`config.mk`:
```
export PLATFORM = sky130hd
export DESIGN_NAME = uart_rx_cfg
export DESIGN_NICKNAME = d
export VERILOG_FILES = /design/src/rtl/uart_pkg.sv /design/src/rtl/sync_2ff.sv /design/src/rtl/uart_rx_cfg.sv
export SDC_FILE = /design/constraint.sdc
export NUM_CORES = 1
export LEC_CHECK = 0
export CORE_MARGIN = 10
export CORE_UTILIZATION = 55
export DETAILED_ROUTE_END_ITERATION = 6
export PLACE_DENSITY = 0.8
export SETUP_SLACK_MARGIN = 0.15
export SYNTH_ARGS = -nofsm -noshare
export SYNTH_HDL_FRONTEND = slang
export SYNTH_HIERARCHICAL = 1
export SYNTH_SLANG_ARGS = --single-unit
```
`constraint.sdc`:
```
create_clock -name clk -period 2.3 [get_ports clk]
set_input_delay 0.23 -clock clk [delete_from_list [all_inputs] [get_ports clk]]
set_output_delay 0.23 -clock clk [all_outputs]
set_load 0.005 [all_outputs]
```
`src/rtl/uart_pkg.sv`:
```
// Shared definitions for the UART receive path.
// Holds the receiver FSM state type, the parity-mode encodings used by the
// PARITY_MODE parameter, and the parity-check helper.
package uart_pkg;

  typedef enum logic [2:0] {
    S_IDLE   = 3'd0,
    S_START  = 3'd1,
    S_DATA   = 3'd2,
    S_PARITY = 3'd3,
    S_STOP   = 3'd4
  } uart_rx_state_t;

  localparam int PARITY_NONE = 0;
  localparam int PARITY_EVEN = 1;
  localparam int PARITY_ODD  = 2;

  // data_xor is the reduction XOR of the data bits. Even parity expects the
  // total (data plus parity bit) to XOR to 0, odd parity expects 1.
  function automatic logic parity_err_f(input logic data_xor,
                                        input logic par_bit,
                                        input logic odd_mode);
    logic sum_s;
    sum_s = data_xor ^ par_bit;
    return odd_mode ? ~sum_s : sum_s;
  endfunction

endpackage

```
`src/rtl/sync_2ff.sv`:
```
// Two-flop synchronizer for a single asynchronous input.
// Ports: clk - clock; rst - async active-high reset (flops load RESET_VAL);
//        d - asynchronous input; q - synchronized output.
module sync_2ff #(
  parameter logic RESET_VAL = 1'b0
) (
  input  logic clk,
  input  logic rst,
  input  logic d,
  output logic q
);

  logic meta_r;
  logic sync_r;

  // Two-stage capture of the asynchronous input
  always_ff @(posedge clk or posedge rst) begin
    if (rst) begin
      meta_r <= RESET_VAL;
      sync_r <= RESET_VAL;
    end else begin
      meta_r <= d;
      sync_r <= meta_r;
    end
  end

  assign q = sync_r;

endmodule

```
`src/rtl/uart_rx_cfg.sv`:
```
// Configurable UART receiver (data bits, parity, stop bits) with a one-word
// holding register and valid/ready hand-off.
// Ports: clk, rst (async active-high); rx_serial_data - serial line, idles
//        high; rx_data/rx_data_valid/rx_data_ready - received word hand-off,
//        first received bit in rx_data[0]; parity_err/frame_err - status of the
//        held word; overrun - sticky, a frame was dropped while a word was
//        held; busy - receiver FSM not idle.
module uart_rx_cfg
  import uart_pkg::*;
#(
  parameter int CLKS_PER_BIT = 217,
  parameter int DATA_BITS    = 8,
  parameter int PARITY_MODE  = 0,
  parameter int STOP_BITS    = 1
) (
  input  logic                 clk,
  input  logic                 rst,
  input  logic                 rx_serial_data,
  output logic [DATA_BITS-1:0] rx_data,
  output logic                 rx_data_valid,
  input  logic                 rx_data_ready,
  output logic                 parity_err,
  output logic                 frame_err,
  output logic                 overrun,
  output logic                 busy
);

  localparam int CNT_W = $clog2(CLKS_PER_BIT);
  localparam int IDX_W = $clog2(DATA_BITS);

  localparam logic [CNT_W-1:0] CNT_HALF  = CNT_W'(CLKS_PER_BIT / 2);
  localparam logic [CNT_W-1:0] CNT_LAST  = CNT_W'(CLKS_PER_BIT - 1);
  localparam logic [CNT_W-1:0] CNT_ONE   = CNT_W'(1);
  localparam logic [IDX_W-1:0] IDX_LAST  = IDX_W'(DATA_BITS - 1);
  localparam logic [IDX_W-1:0] IDX_ONE   = IDX_W'(1);
  localparam logic             STOP_LAST = (STOP_BITS == 2) ? 1'b1 : 1'b0;

  logic                 rx_sync_s;
  uart_rx_state_t       state_r;
  uart_rx_state_t       state_nx_s;
  logic [CNT_W-1:0]     cnt_r;
  logic [IDX_W-1:0]     bit_idx_r;
  logic                 stop_idx_r;
  logic                 stop_bad_r;
  logic [DATA_BITS-1:0] data_sr_r;
  logic                 par_bit_r;
  logic                 cnt_clr_s;
  logic                 data_smp_s;
  logic                 par_smp_s;
  logic                 stop_smp_s;
  logic                 last_stop_s;
  logic                 accept_s;
  logic                 frame_err_nx_s;
  logic                 parity_err_nx_s;

  logic [DATA_BITS-1:0] rx_data_r;
  logic                 rx_data_valid_r;
  logic                 parity_err_r;
  logic                 frame_err_r;
  logic                 overrun_r;
  logic                 busy_r;

  sync_2ff #(
    .RESET_VAL(1'b1)
  ) u_sync (
    .clk (clk),
    .rst (rst),
    .d   (rx_serial_data),
    .q   (rx_sync_s)
  );

  // Next-state decode and per-state sample strobes
  always_comb begin
    state_nx_s  = state_r;
    cnt_clr_s   = 1'b0;
    data_smp_s  = 1'b0;
    par_smp_s   = 1'b0;
    stop_smp_s  = 1'b0;
    last_stop_s = 1'b0;
    case (state_r)
      S_IDLE: begin
        cnt_clr_s = 1'b1;
        if (!rx_sync_s) begin
          state_nx_s = S_START;
        end else begin
          state_nx_s = S_IDLE;
        end
      end
      S_START: begin
        // Mid-start-bit check: a line back high here was only a glitch
        if (cnt_r == CNT_HALF) begin
          cnt_clr_s  = 1'b1;
          state_nx_s = rx_sync_s ? S_IDLE : S_DATA;
        end else begin
          state_nx_s = S_START;
        end
      end
      S_DATA: begin
        if (cnt_r == CNT_LAST) begin
          cnt_clr_s  = 1'b1;
          data_smp_s = 1'b1;
          if (bit_idx_r == IDX_LAST) begin
            state_nx_s = (PARITY_MODE == PARITY_NONE) ? S_STOP : S_PARITY;
          end else begin
            state_nx_s = S_DATA;
          end
        end else begin
          state_nx_s = S_DATA;
        end
      end
      S_PARITY: begin
        if (cnt_r == CNT_LAST) begin
          cnt_clr_s  = 1'b1;
          par_smp_s  = 1'b1;
          state_nx_s = S_STOP;
        end else begin
          state_nx_s = S_PARITY;
        end
      end
      S_STOP: begin
        if (cnt_r == CNT_LAST) begin
          cnt_clr_s  = 1'b1;
          stop_smp_s = 1'b1;
          if (stop_idx_r == STOP_LAST) begin
            last_stop_s = 1'b1;
            state_nx_s  = S_IDLE;
          end else begin
            state_nx_s = S_STOP;
          end
        end else begin
          state_nx_s = S_STOP;
        end
      end
      default: begin
        cnt_clr_s  = 1'b1;
        state_nx_s = S_IDLE;
      end
    endcase
  end

  assign accept_s       = rx_data_valid_r & rx_data_ready;
  // Includes the stop bit being sampled this cycle
  assign frame_err_nx_s = stop_bad_r | ~rx_sync_s;
  assign parity_err_nx_s = (PARITY_MODE == PARITY_NONE) ? 1'b0 :
                           parity_err_f(^data_sr_r, par_bit_r, (PARITY_MODE == PARITY_ODD));

  // FSM state, bit-period counter and frame assembly
  always_ff @(posedge clk or posedge rst) begin
    if (rst) begin
      state_r    <= S_IDLE;
      busy_r     <= 1'b0;
      cnt_r      <= {CNT_W{1'b0}};
      bit_idx_r  <= {IDX_W{1'b0}};
      stop_idx_r <= 1'b0;
      stop_bad_r <= 1'b0;
      data_sr_r  <= {DATA_BITS{1'b0}};
      par_bit_r  <= 1'b0;
    end else begin
      state_r <= state_nx_s;
      busy_r  <= (state_nx_s != S_IDLE);
      if (cnt_clr_s) begin
        cnt_r <= {CNT_W{1'b0}};
      end else begin
        cnt_r <= cnt_r + CNT_ONE;
      end
      if (state_r == S_START) begin
        bit_idx_r  <= {IDX_W{1'b0}};
        stop_idx_r <= 1'b0;
        stop_bad_r <= 1'b0;
      end else begin
        // Shift in from the top so the first bit ends up in bit 0
        if (data_smp_s) begin
          data_sr_r <= {rx_sync_s, data_sr_r[DATA_BITS-1:1]};
          bit_idx_r <= bit_idx_r + IDX_ONE;
        end
        if (par_smp_s) begin
          par_bit_r <= rx_sync_s;
        end
        if (stop_smp_s) begin
          stop_idx_r <= stop_idx_r + 1'b1;
          stop_bad_r <= frame_err_nx_s;
        end
      end
    end
  end

  // Holding register hand-off, error flags and sticky overrun
  always_ff @(posedge clk or posedge rst) begin
    if (rst) begin
      rx_data_r       <= {DATA_BITS{1'b0}};
      rx_data_valid_r <= 1'b0;
      parity_err_r    <= 1'b0;
      frame_err_r     <= 1'b0;
      overrun_r       <= 1'b0;
    end else if (last_stop_s && (!rx_data_valid_r || accept_s)) begin
      // Free slot, or the held word is taken this same cycle
      rx_data_r       <= data_sr_r;
      rx_data_valid_r <= 1'b1;
      parity_err_r    <= parity_err_nx_s;
      frame_err_r     <= frame_err_nx_s;
      overrun_r       <= 1'b0;
    end else if (last_stop_s) begin
      overrun_r <= 1'b1;
    end else if (accept_s) begin
      rx_data_valid_r <= 1'b0;
      overrun_r       <= 1'b0;
    end
  end

  assign rx_data       = rx_data_r;
  assign rx_data_valid = rx_data_valid_r;
  assign parity_err    = parity_err_r;
  assign frame_err     = frame_err_r;
  assign overrun       = overrun_r;
  assign busy          = busy_r;

endmodule

```
## Yosys cells after proc, flatten, opt, wreduce, memory -nomap -nowiden

Cells that the tools add are included.

- Bits in registers: 38
- Bits of input ports: 4
- Output and inout port bits: 13
- Logic and storage cells: 69

- Add/subtract/negate cells: 3
- Equal/unequal tests: 8
- Mux-type cells: 29
- Bitwise gates (word level): 4
- Reductions and logical operators: 12

Operator list:

| cell | count |
|---|---|
| 3-bit 2-to-1 mux | 7 |
| 1-bit 2-to-1 mux | 17 |
| 3-bit one-hot mux with 5 select lines | 1 |
| 8-bit by 1-bit adder with 8-bit output (second input constant) | 1 |
| 8-bit by 7-bit equality test with 1-bit output (second input constant) | 1 |
| 8-bit equality test (second input constant) | 1 |
| 8-bit 2-to-1 mux | 1 |
| 3-bit by 2-bit equality test with 1-bit output (second input constant) | 2 |
| 3-bit equality test (second input constant) | 2 |
| 2-bit nonzero test | 3 |
| 3-bit nonzero test | 2 |
| 2-bit 2-to-1 mux | 2 |
| 2-bit AND reduction | 2 |
| 3-bit by 1-bit adder with 3-bit output (second input constant) | 1 |
| 3-bit by 1-bit equality test with 1-bit output (second input constant) | 1 |
| 3-bit logical NOT | 1 |
| 3-bit OR reduction | 1 |
| 2-bit by 1-bit inequality test with 1-bit output (second input constant) | 1 |
| 1-bit inverter | 2 |
| 1-bit one-hot mux with 2 select lines | 1 |
| 1-bit adder (second input constant) | 1 |
| 1-bit AND | 1 |
| 1-bit logical AND | 1 |
| 1-bit logical NOT | 1 |
| 2 further kinds | 2 |

## Longest topological paths before layout

- Word-level depth: 6
- Mapped depth: 8
- Mapped depth without buffers: 6

## Modules after synthesis

Netlist, hierarchy kept.

Modules (own cells, without submodules):

| module | instances | cells an instance | area an instance (sq um) | seq. area each (sq um) |
|---|---|---|---|---|
| uart_rx_cfg | 1 | 139 | 1,654.1 | 900.9 |
| sync_2ff | 1 | 3 | 56.3 | 52.6 |

## Worst setup path before layout

OpenSTA, ideal clock, no wires.

- Path type: register to register
- Start: reg cnt_r[0]
- End: reg data_sr_r[0]
- Setup time: 0.125 ns
- Arrival: 1.539 ns
- Data required time: 2.175 ns
- Path slack: 0.636 ns
- Cell stages (with the launch flop): 8
- Buffers on the path: 2
- Period minus slack after synthesis: 1.664 ns
- Cells stage by stage: dfrtp_1 > inv_1 > ha_1 > and4_4 > and3_1 > buf_6 > buf_8 > mux2_2

- Cells in the longest elaborated chain, start to end: 4

Ends and longest elaborated chain:

| what | RTL line | RTL |
|---|---|---|
| start, declared | uart_rx_cfg.sv:41 | `logic [CNT_W-1:0] cnt_r;` |
| start signal, assigned | uart_rx_cfg.sv:152 | `cnt_r <= {CNT_W{1'b0}};` |
| start signal, assigned | uart_rx_cfg.sv:162 | `cnt_r <= {CNT_W{1'b0}};` |
| start signal, assigned | uart_rx_cfg.sv:164 | `cnt_r <= cnt_r + CNT_ONE;` |
| 8-bit equality test | uart_rx_cfg.sv:99 | `if (cnt_r == CNT_LAST) begin` |
| 1-bit 2-to-1 mux | uart_rx_cfg.sv:99 |  |
| 1-bit 2-to-1 mux | uart_rx_cfg.sv:80 | `case (state_r)` |
| 2-bit AND reduction (no source line) | -- |  |
| end signal, assigned | uart_rx_cfg.sv:156 | `data_sr_r <= {DATA_BITS{1'b0}};` |
| end signal, assigned | uart_rx_cfg.sv:173 | `data_sr_r <= {rx_sync_s, data_sr_r[DATA_BITS-1:1]};` |
| end, declared | uart_rx_cfg.sv:45 | `logic [DATA_BITS-1:0] data_sr_r;` |

Every way passes these cells.
A chain may end at the register's enable or synchronous reset.

## Final worst setup path

- Start: reg cnt_r[0]
- End: reg rx_data_r[7] (netlist: rx_data[7])

- Cells in the longest elaborated chain, start to end: 4

Ends and longest elaborated chain:

| what | RTL line | RTL |
|---|---|---|
| 8-bit equality test | uart_rx_cfg.sv:121 | `if (cnt_r == CNT_LAST) begin` |
| 1-bit 2-to-1 mux | uart_rx_cfg.sv:121 |  |
| 1-bit 2-to-1 mux | uart_rx_cfg.sv:80 |  |
| 1-bit logical AND | uart_rx_cfg.sv:195 | `end else if (last_stop_s && (!rx_data_valid_r \|\| accept_s)) begin` |
| end signal, assigned | uart_rx_cfg.sv:190 | `rx_data_r <= {DATA_BITS{1'b0}};` |
| end signal, assigned | uart_rx_cfg.sv:197 | `rx_data_r <= data_sr_r;` |
| end, declared | uart_rx_cfg.sv:56 | `logic [DATA_BITS-1:0] rx_data_r;` |

Every way passes these cells.

==> impl_metrics.toml <==
[final_layout]
area_growth_pct = 13.68
stdcell_area_um2 = 1944
num_antenna_cells = 0
stdcell_count = 193
layout-drive-gt1-share_pct = 20.00
nets = 168

[setup_path]
critPathLaunch = "cnt_r[0]"
arrival_ns = 2.15
r2r_slack_ns = 0.39
reg2regPathDepth = 5
worstPathRequired_ns = 2.55
reg2reg_from = "cnt_r[0]"
timing.rr.end = "rx_data[7]"
crit_fanout = 10
path_class = "flip-flop to flip-flop"
end_kind = "flip-flop"
critPathLaunchType = "flip-flop"

[clock_tree]
cts_resized = 0
cts_tree = "yes"
htreeDepth = 2
cts_sinks = 38
clk_latency_ns = 0.35
clk_pin_slew_ns = 0.11
clockBufferDepth = 2
numCtsBuffers = 5
clockRootBuffer = "clkbuf_4"
hold_buffers = 0
post_cts.repair.setup_buffers = 0

[synth]
synth.avg_cell_area_um2 = 12.05
yosysMostFrequentCell = "dfrtp_1"
yosys-top-cells-area = "dfrtp_1 (53%), mux2_2 (11%), dfstp_2 (3.1%)"
synth_edf_count = 0
async_flop_share_pct = 100.0
synthFlopType = "dfrtp_1"
synth_area_um2 = 1710
synth_nets = 150
ys_ff_latch = 38
seq_area_frac_synth_pct = 55.74
ys_warn_count = 6
ys_types = 36
synth.top_cell.area_share_pct = 52.67
netlist_top_cells_count = "dfrtp_1 (36), mux2_2 (16), nor2_1 (13)"
yosys.area.top_type = "dfrtp_1"
syn_inst = 142

[detailed_routing]
drc = 0
wl_um = 2842
wl_per_cell_um = 14.73
via_per_inst = 5.503
first_pass_iters = 4
first_iter_violations = 56
vias = 1062
ant_nets = 0

[timing]
setup_viol = 0
drv_slew = 0
holdWs_ns = 0.2201
timing.fmax_mhz = 524.4
min_period_ns = 1.907
rsz0062_at_grt = "false"
setup_tns_ns = 0
hold_viol = 0
period_share_pct = 82.91
skew_ns = 0.01261

[grt]
grt_pass1_vias = 1140
grt_usage_pct = 11.47
grt_overflow = 0
grt_pass1_wl_um = 5002
antenna_found_initial = 0
grt_max_degree = 37

[die]
fp-row-count = 20
start_util_pct = 56.96
core_um2 = 3003
die_x_um = 75.77
dieArea_um2 = 5740
pin_count = 17
dieHeight_um = 75.77

[power]
leakage_nw = 0.8905
power.density_nw_per_um2 = 595.4
peakVddDrop_uv = 327.5

[placement]
dpl_cell_area_um2 = 1863
dp.cells = 186
portBuffers = 15
hpwl_um = 2148
gp_congestion = 0.8270

[status]
outcome = "completed"

[hold_path]
hp-class = "primary input to asynchronous set/reset pin"

[job]
maxCapViolCount = 0
through the flow:
step / util [%] / worst slack (ns) / power [W]
6_report: 64.75 / 0.3930 / 0.001158
5_1_grt: 64.75 / 0.3057 / 0.001204
4_1_cts: 64.75 / 0.3823 / 0.001171
3_5_place_dp: 62.04 / 0.3957 / 0.0007134
3_3_place_gp: 62.04 / 0.4621 / 0.0007119
2_1_floorplan: - / 0.6359 / 0.0007002
final cells by class:
class	count	area [µm²]
inverter	6	22.52
clock buffer	6	51.30
tap	33	41.29
clock inverter	1	30.03
timing repair buffer	17	165.2
sequential	38	953.4
multi-input combinational	92	680.7
fill	235	1059
cells in the final DEF (no fill, tap or decap), types with 2 or more instances in the layout:
cell type,count
a21oi_1,3
xor2_1,2
xnor2_1,5
o21ai_0,4
nor3_1,2
a21oi_2,2
and3_1,2
inv_1,6
nand2b_1,4
buf_4,2
and4_1,2
clkbuf_4,5
nor3b_1,3
clkdlybuf4s50_1,15
nand3_1,4
mux2_2,16
dfrtp_1,36
dfstp_2,2
mux2i_1,2
nand2_1,11
nor2_1,13
ha_1,4
how the worst max path moves through the flow:
stage	cells past startpoint	slack [ns]	end
final	5	0.39	rx_data[7]
after global routing	6	0.31	bit_idx_r[0]
after CTS	5	0.38	rx_data[7]
after detailed placement	5	0.40	rx_data[7]
after global placement	5	0.46	rx_data[1]
after floorplan	7	0.64	data_sr_r[0]
cells by family (layout without fill, tap and decap cells):
family	after synthesis	in the layout	synth area share (%)
muxes	18	18	11.70
buffers and inverters	12	30	4.462
DFF	38	38	55.74
xor gates and xnor gates	7	7	3.585
other	1	1	0.2192
AOI/OAI and AO/OA	14	14	5.414
adders and majority gates	4	4	2.926
and+or+nand+nor	48	48	15.95
where the power goes:
part | internal, W | switching [W] | total (W)
Combinational | 0.00000913 | 0.0000148 | 0.0000240
Clock | 0.000253 | 0.000206 | 0.000459
Sequential | 0.000672 | 0.00000237 | 0.000675
registers in the layout (all words and copies together) (netlist names), 3 cells and up:
| register | flops |
|---|---|
| bit_idx_r | 3 |
| cnt_r | 8 |
| data_sr_r | 8 |
| rx_data | 8 |
| state_r | 3 |
worst max-delay path, cell delays in order (launching register included):
cell and delay (ns):
dfrtp_1 0.44, inv_1 0.08, ha_1 0.16, and4_4 0.26, and4_1 0.48, mux2_2 0.39
routing by layer:
layer | up-vias | track usage (%) | wire length (µm)
li1 | 513 | - | -
met1 | 528 | 12.16 | 1223
met2 | 16 | 19.72 | 1433
met3 | 5 | 4.167 | 126
met4 | 0 | 5.567 | 57
met5 | - | 0 | 0
No activity file was read; power rests on OpenSTA's default activity.
